`src/rtl/mult_sequencer.sv`:
```
// mult_sequencer: keypad-driven operand entry and sequencing for an external
// 8x8 multiplier. Operands are typed as decimal digits, Enter advances from
// operand A to operand B and then launches the multiply; the product is shown
// until a new digit, Enter (re-multiply) or clear-all arrives.
//
// Optional feature: define SEQ_TIMEOUT_EN to add a WAIT watchdog of
// TIMEOUT_CYCLES clocks and a sticky ERROR state (display 16'hFFFF).
module mult_sequencer #(
  parameter int TIMEOUT_CYCLES = 1024
) (
  input  logic        clk,
  input  logic        rst,
  input  logic        key_pressed,
  input  logic [3:0]  key_value,
  input  logic        mult_done,
  input  logic [15:0] mult_y,
  output logic [7:0]  op_a,
  output logic [7:0]  op_b,
  output logic        mult_start,
  output logic [15:0] display_value,
  output logic [3:0]  state_led,
  output logic        err
);

  typedef enum logic [2:0] {
    S_ENTER_A,
    S_ENTER_B,
    S_START,
    S_WAIT,
    S_SHOW
`ifdef SEQ_TIMEOUT_EN
    , S_ERROR
`endif
  } state_t;

  // Phase indicator codes; START shares the WAIT indicator since it lasts
  // a single cycle on the way into WAIT.
  localparam logic [3:0] LED_A     = 4'b0001;
  localparam logic [3:0] LED_B     = 4'b0010;
  localparam logic [3:0] LED_WAIT  = 4'b0100;
  localparam logic [3:0] LED_SHOW  = 4'b1000;
`ifdef SEQ_TIMEOUT_EN
  localparam logic [3:0] LED_ERROR = 4'b1111;
  localparam int         WD_W      = $clog2(TIMEOUT_CYCLES + 1);
  localparam logic [WD_W-1:0] WD_LAST = WD_W'(TIMEOUT_CYCLES - 1);
`endif

  state_t state;
  logic   key_d;
`ifdef SEQ_TIMEOUT_EN
  logic [WD_W-1:0] wd_cnt;
`endif

  // Key decode: a key acts only on the rising edge of key_pressed.
  logic key_evt;
  logic ev_digit;
  logic ev_enter;
  logic ev_clear_entry;
  logic ev_clear_all;

  assign key_evt        = key_pressed & ~key_d;
  assign ev_digit       = key_evt & (key_value <= 4'd9);
  assign ev_enter       = key_evt & (key_value == 4'hA);
  assign ev_clear_entry = key_evt & (key_value == 4'hB);
  assign ev_clear_all   = key_evt & (key_value == 4'hC);

  // Decimal accumulate in 16 bits so an overflow past 255 is visible.
  logic [15:0] a_wide;
  logic [15:0] b_wide;
  logic        a_ovf;
  logic        b_ovf;

  assign a_wide = {8'd0, op_a} * 16'd10 + {12'd0, key_value};
  assign b_wide = {8'd0, op_b} * 16'd10 + {12'd0, key_value};
  assign a_ovf  = a_wide > 16'd255;
  assign b_ovf  = b_wide > 16'd255;

  // Key-edge register, sequencer FSM, operands and all registered outputs.
  always_ff @(posedge clk) begin
    // NOTE: reset is synchronous here -- rst is sampled at the clock edge
    // like any other input, so every register is listed in this branch.
    if (!rst) begin
      state         <= S_ENTER_A;
      state_led     <= LED_A;
      key_d         <= 1'b0;
      op_a          <= 8'd0;
      op_b          <= 8'd0;
      display_value <= 16'd0;
      mult_start    <= 1'b0;
      err           <= 1'b0;
`ifdef SEQ_TIMEOUT_EN
      wd_cnt        <= '0;
`endif
    end else begin
      // NOTE: non-blocking assignments throughout, so every branch below
      // reads the pre-edge values of op_a/op_b/state.
      key_d      <= key_pressed;
      mult_start <= 1'b0;

      if (ev_clear_all) begin
        // Clear-all wins over everything, including a same-cycle mult_done.
        state         <= S_ENTER_A;
        state_led     <= LED_A;
        op_a          <= 8'd0;
        op_b          <= 8'd0;
        display_value <= 16'd0;
        err           <= 1'b0;
      end else begin
        unique case (state)
          S_ENTER_A: begin
            display_value <= {8'd0, op_a};
            if (ev_digit) begin
              if (a_ovf) err  <= 1'b1;
              else       op_a <= a_wide[7:0];
            end else if (ev_enter) begin
              state     <= S_ENTER_B;
              state_led <= LED_B;
              op_b      <= 8'd0;
            end else if (ev_clear_entry) begin
              op_a <= 8'd0;
            end
          end

          S_ENTER_B: begin
            display_value <= {8'd0, op_b};
            if (ev_digit) begin
              if (b_ovf) err  <= 1'b1;
              else       op_b <= b_wide[7:0];
            end else if (ev_enter) begin
              state      <= S_START;
              state_led  <= LED_WAIT;
              mult_start <= 1'b1;
            end else if (ev_clear_entry) begin
              op_b <= 8'd0;
            end
          end

          S_START: begin
            state <= S_WAIT;
`ifdef SEQ_TIMEOUT_EN
            wd_cnt <= '0;
`endif
          end

          S_WAIT: begin
            if (mult_done) begin
              display_value <= mult_y;
              state         <= S_SHOW;
              state_led     <= LED_SHOW;
            end
`ifdef SEQ_TIMEOUT_EN
            else if (wd_cnt == WD_LAST) begin
              state         <= S_ERROR;
              state_led     <= LED_ERROR;
              err           <= 1'b1;
              display_value <= 16'hFFFF;
            end else begin
              wd_cnt <= wd_cnt + 1'b1;
            end
`endif
          end

          S_SHOW: begin
            if (ev_digit) begin
              op_a      <= {4'd0, key_value};
              op_b      <= 8'd0;
              state     <= S_ENTER_A;
              state_led <= LED_A;
            end else if (ev_enter) begin
              state      <= S_START;
              state_led  <= LED_WAIT;
              mult_start <= 1'b1;
            end
          end

`ifdef SEQ_TIMEOUT_EN
          S_ERROR: begin
            // Held until clear-all or reset.
            state_led <= LED_ERROR;
          end
`endif

          default: begin
            state     <= S_ENTER_A;
            state_led <= LED_A;
          end
        endcase
      end
    end
  end

endmodule

```
`config.mk`:
```
export PLATFORM = sky130hd
export DESIGN_NAME = mult_sequencer
export DESIGN_NICKNAME = d
export VERILOG_FILES = /design/src/rtl/mult_sequencer.sv
export SDC_FILE = /design/constraint.sdc
export NUM_CORES = 1
export LEC_CHECK = 0
export CAP_MARGIN = 20
export CORE_MARGIN = 2
export CORE_UTILIZATION = 48
export CTS_BUF_LIST = sky130_fd_sc_hd__clkbuf_8
export CTS_CLUSTER_SIZE = 16
export DETAILED_ROUTE_END_ITERATION = 8
export HOLD_SLACK_MARGIN = 0.12
export PLACE_DENSITY = 0.82
export SLEW_MARGIN = 25
export SYNTH_ARGS = -nofsm -noshare
export SYNTH_HDL_FRONTEND = slang
export SYNTH_SLANG_ARGS = --single-unit
export TNS_END_PERCENT = 30
```
`constraint.sdc`:
```
create_clock -name clk -period 2.8 [get_ports clk]
set_input_delay 0.56 -clock clk [delete_from_list [all_inputs] [get_ports clk]]
set_output_delay 0.56 -clock clk [all_outputs]
set_load 0.02 [all_outputs]
```
After elaboration in Yosys (flattened, before gate mapping)
Index checks and enable logic that the tools add are counted. W data, S select, Z words.

Add/subtract/negate cells: 2. Multiply operators: 2. Div/mod/pow operators: 0. Order comparisons: 3. Equality and inequality tests: 22. Shift operators: 0. Mux-type cells: 34. Bitwise logic cells: 9. Reductions and logical operators: 14.

Operators by type and width (number): $mux W8 (10); $pmux W16 S3 (1); $add A12 B4 Y13 (2); $gt A13 B8 Y1 const B (2); $mux W4 (6); $pmux W8 S3 (1); $mul A8 B3 Y11 const B (2); $pmux W4 S5 (1); $mux W3 (6); $ne A2 B2 Y1 const B (9); $ne A3 B3 Y1 const B (6); $mux W16 (1); $pmux W8 S2 (1); $pmux W3 S5 (1); $reduce_and A5 Y1 (3); $eq A4 B4 Y1 const B (3); $reduce_and A7 Y1 (1); $eq A3 B2 Y1 const B (2); $reduce_bool A3 Y1 (2); $and A1 B1 Y1 (5); $mux W1 (5); $le A4 B4 Y1 const B (1); $not A1 Y1 (4); $reduce_and A4 Y1 (1); 8 further kinds (10).

Register bits after elaboration: 42. Bits in latches: 0. Bits in writable memories: 0. Bits in read-only memories: 0. Input port bits: 24. Output and inout port bits: 38. Word-level logic and storage cells: 94. Memories: 0.

Depth between registers and ports, before layout
Gate-level depths: netlist of the first run.

Depth after elaboration: 7. Mapped depth: 12. Mapped depth without buffers: 11.

Worst setup path before layout of the first run
OpenSTA, ideal clock, no wires.

Path type: register -> register. Start point: register op_b[1]. End point: register op_b[7]. Setup time: 117 ps. Arrival: 2951 ps. Path slack: -268 ps. Cell stages (with the launch flop): 10. Buffers on the path: 0. Period minus slack after synthesis: 3068 ps. Cell sequence: dfxtp_1 -> ha_1 -> ha_1 -> inv_1 -> fa_1 -> nand2b_1 -> or4_1 -> o31a_1 -> a21o_4 -> a22o_1.

Word-level cells in the longest chain between the ends: 5.

Ends and longest elaborated chain: from (decl) (RTL line 18) `output logic [7:0] op_b,`; from (signal assigned) (RTL line 128) `else op_b <= b_wide[7:0];`; $mul A8 B3 Y11 * (RTL line 74) `assign b_wide = {8'd0, op_b} * 16'd10 + {12'd0, key_value};`; $add A12 B4 Y13 * (RTL line 74); $gt A13 B8 Y1 or $mux W8 (tied branches) (RTL line 76, 127); $ne A3 B3 Y1 (no line) or $mux W8 (tied branches); $reduce_and A7 Y1 (no line) or $pmux W8 S3 (tied branches).

Mark *: on every way between the ends. The rest lies on a longest branch, timed or not. The select of a mux whose other input is x is not followed. A chain may end at the register's enable or synchronous reset.

Final worst setup path of the first run
Start point: register op_b[1]. End point: register op_b[4].

The elaborated chain is that of the path after synthesis.

==> impl_metrics.yaml, run 1 <==
run_status:
  status: "complete, but fails checks"
  violations: "setup timing"
timing:
  max_freq_mhz: 357
  timing.final.crit_share_pct: 100
  grt_setup_unrepaired: "yes"
  whs_ns: 0.456
  drv_slew: 0
  setup_viol: 1
  finalHoldViolations: 0
  fin_crit_ns: 2.80
  layout_setup_ws_ns: -0.000255
  max_slew.worst_pin.slew_ns: 0.940
  tns_ns: -0.000255
  finClkSkew_ns: 0.00912
  slew_headroom_pct: 37.3
layout:
  num_antenna_cells: 0
  fin_util_pct: 71.2
  syn2layout_area_growth_pct: 43.4
  nNetsFinal: 505
  drive_gt1_share_pct: 19.9
  fin_cells: 523
  fill_cells: 449
detailed_routing:
  wl_mm: 9.02
  wl_per_cell_um: 17.3
  drt_iter0_drc: 154
  via_per_inst: 5.77
  drc: 0
  postRouteAntennaNets: 0
  vias: 3016
  first_pass_iters: 4
critical_path:
  worstPathRequired_ns: 2.98
  critical_path_class: "register to register"
  setup.worst_path.end_class: "register"
  rr_worst_depth: 9
  r2r_start: "op_b[1]"
  worst_r2r_endpoint: "op_b[4]"
  startpoint_type: "register"
  r2r_setup_slack_ns: -0.0003
  cp_max_fo: 8
  arrival_ns: 2.98
global_routing:
  grt.total_usage_pct: 25.9
  grt_pass1_vias: 2824
  antenna_found_initial: 0
  grt_pass1_wl_mm: 13.4
  grt_max_degree: 25
  grt_overflow_total: 0
placement:
  dp.cells: 512
  numPortBuffers: 61
  gp_congestion: 0.867
  hpwl_mm: 6.57
pwr:
  powerDensity_mw_per_mm2: 308
  pwr-share-comb_pct: 16.1
  power_leakage_nw: 1.78
  power.switching_w: 0.000329
  peakVddDrop_mv: 0.230
  p_total_w: 0.00130
  seq_power_share_pct: 46.7
  p_int_w: 0.000975
  power.share.clock_pct: 37.2
  p_sw_share_pct: 25.2
cts:
  cts_num_sinks: 42
  cts_tree: "done"
  h-tree-depth: 2
  cts_buffers: 5
  clock_latency_ns: 0.30
  cts_buffer_depth: 2
  cts_root_buf: "clkbuf_8"
  hold_buffers: 0
  cts.clk_slew.worst_paths_ns: 0.08
die:
  dieWidth_um: 82.5
  dieArea_mm2: 0.00681
  start_util_pct: 49.7
  rows: 28
  pin_count: 62
  die_h_um: 82.5
  core_area_mm2: 0.00596
min_path:
  hold_end: "display_value[2]"
  worstHoldStart: "display_value[2]"
  holdPathStages: 2
  hp-class: "register to register"
logic_synthesis:
  synth.area.top_cells: "dfxtp_1, ha_1, nand2_1, mux2i_1, a21oi_1"
  syn_nets: 405
  yosys.area.top_type_share_pct: 28.4
  synth_edf_count: 0
  synth_cell_type_count: 51
  syn_area_per_cell_um2: 8.52
  netlist_area_mm2: 0.00296
  yosys-top-cells-count: "nand2_1, dfxtp_1, ha_1"
  yosys_warnings: 0
  synthFlopType: "dfxtp_1"
  synth_most_common_cell: "nand2_1"
  yosys_register_bits: 42
  synth-async-reset-ratio_pct: 0
  yosys.area.top_type: "dfxtp_1"
  synth.yosys.seq_area_share_pct: 28.4
  synth_cells: 347
job:
  maxCapViolCount: 0
[area by class of cell]
cell class,count,area [um2],area share [%]
multi-input combinational,284,2180,51.3
timing repair buffer,108,981,23.1
sequential,42,857,20.2
tap,75,93.8,2.21
clock buffer,5,68.8,1.62
clock inverter,3,41.3,0.973
inverter,6,22.5,0.531
[worst max-delay path, cell delays in order (launching register included)]
cell	delay, ns
dfxtp_4	0.37
ha_4	0.24
ha_4	0.16
inv_2	0.05
fa_2	0.43
nand2b_4	0.16
or4_4	0.48
o31a_1	0.30
a21o_4	0.26
a22o_1	0.23
[state kept, by name, summed over array words and instances (netlist names)]
| name | count |
|---|---|
| display_value | 16 |
| err | 1 |
| op_a | 8 |
| key_d | 1 |
| state | 3 |
| state_led | 4 |
| mult_start | 1 |
| op_b | 8 |
[cell families (layout without fill, tap and decap cells)]
family / count (synthesis) / after routing / share of synthesized area, %
AO/OA/AOI/OAI: 91 / 91 / 21.9
XOR/XNOR: 17 / 17 / 5.03
adder cells (fa/ha/maj): 34 / 34 / 15.4
buffers and inverters: 21 / 122 / 2.79
flip-flops: 42 / 42 / 28.4
multiplexers: 17 / 17 / 5.75
AND/OR/NAND/NOR: 125 / 125 / 20.7
[power by group through the flow]
stage | sequential [W] | combinational [W] | clock, W
after floorplan | 0.000631 | 0.0000856 | 0
after detailed placement | 0.000623 | 0.000189 | 0
after CTS | 0.000609 | 0.000200 | 0.000484
after global routing | 0.000610 | 0.000223 | 0.000519
final | 0.000609 | 0.000210 | 0.000486
after global placement | 0.000623 | 0.000185 | 0
[per-layer routing]
layer | track usage, % | routed length (um) | vias to the layer above
met2 | 44.5 | 4450 | 106
li1 | - | - | 1467
met3 | 4.67 | 557 | 17
met4 | 8.52 | 214 | 0
met1 | 32.6 | 3800 | 1426
met5 | 0 | 0 | -
[repair_timing]
action	4_1_cts	5_1_grt
pin swaps	5	13
endpoints found under the hold margin	0	0
resized for setup	6	21
setup endpoints to repair	17	17
setup buffers	1	2
[metrics by stage]
step | worst slack, ns | instance area [um2]
final | -0.000255 | 4240
after global routing | -0.0698 | 4240
after global placement | -0.165 | 3980
after floorplan | 0.000298 | 3000
after detailed placement | -0.283 | 3980
after CTS | 0.00646 | 4140
[layout by cell type (no fill, tap or decap), types with 4 or more instances in the layout]
cell type,netlist,final
xnor2_1,7,7
a21o_1,9,9
xor2_1,10,9
nor2_1,19,19
nand3_1,14,14
and2_1,5,5
ha_1,30,24
dfxtp_1,42,35
mux2i_1,17,15
inv_1,6,5
a21oi_1,29,27
clkdlybuf4s50_1,0,59
nand2b_1,9,6
nor3_1,4,4
ha_4,0,4
dfxtp_2,0,4
nand2_1,50,50
clkbuf_8,0,5
buf_4,0,46
a22o_1,9,9
o211ai_1,9,9
nor2b_1,9,8
o21ai_0,8,6
[worst max-delay path by stage]
| stage | start | endpoint | depth (start not counted) |
|---|---|---|---|
| after floorplan | op_b[1] | op_b[2] | 9 |
| after global placement | key_value[1] | op_a[1] | 10 |
| after detailed placement | key_value[1] | op_a[7] | 10 |
| after CTS | op_b[1] | op_b[4] | 9 |
| after global routing | op_b[1] | op_b[0] | 9 |
| final | op_b[1] | op_b[4] | 9 |
(Power assumes the default switching activity.)
==> inputs of run 2 (changes only) <==
--- a/config.mk
+++ b/config.mk
@@ -11,6 +11,7 @@
 export CTS_BUF_LIST = sky130_fd_sc_hd__clkbuf_8
 export CTS_CLUSTER_SIZE = 16
 export DETAILED_ROUTE_END_ITERATION = 8
+export GPL_ROUTABILITY_DRIVEN = 0
 export HOLD_SLACK_MARGIN = 0.12
 export PLACE_DENSITY = 0.82
 export SLEW_MARGIN = 25
==> results of run 2 <==
Same layout as run 1: the final DEF is identical, and so are final timing and power.
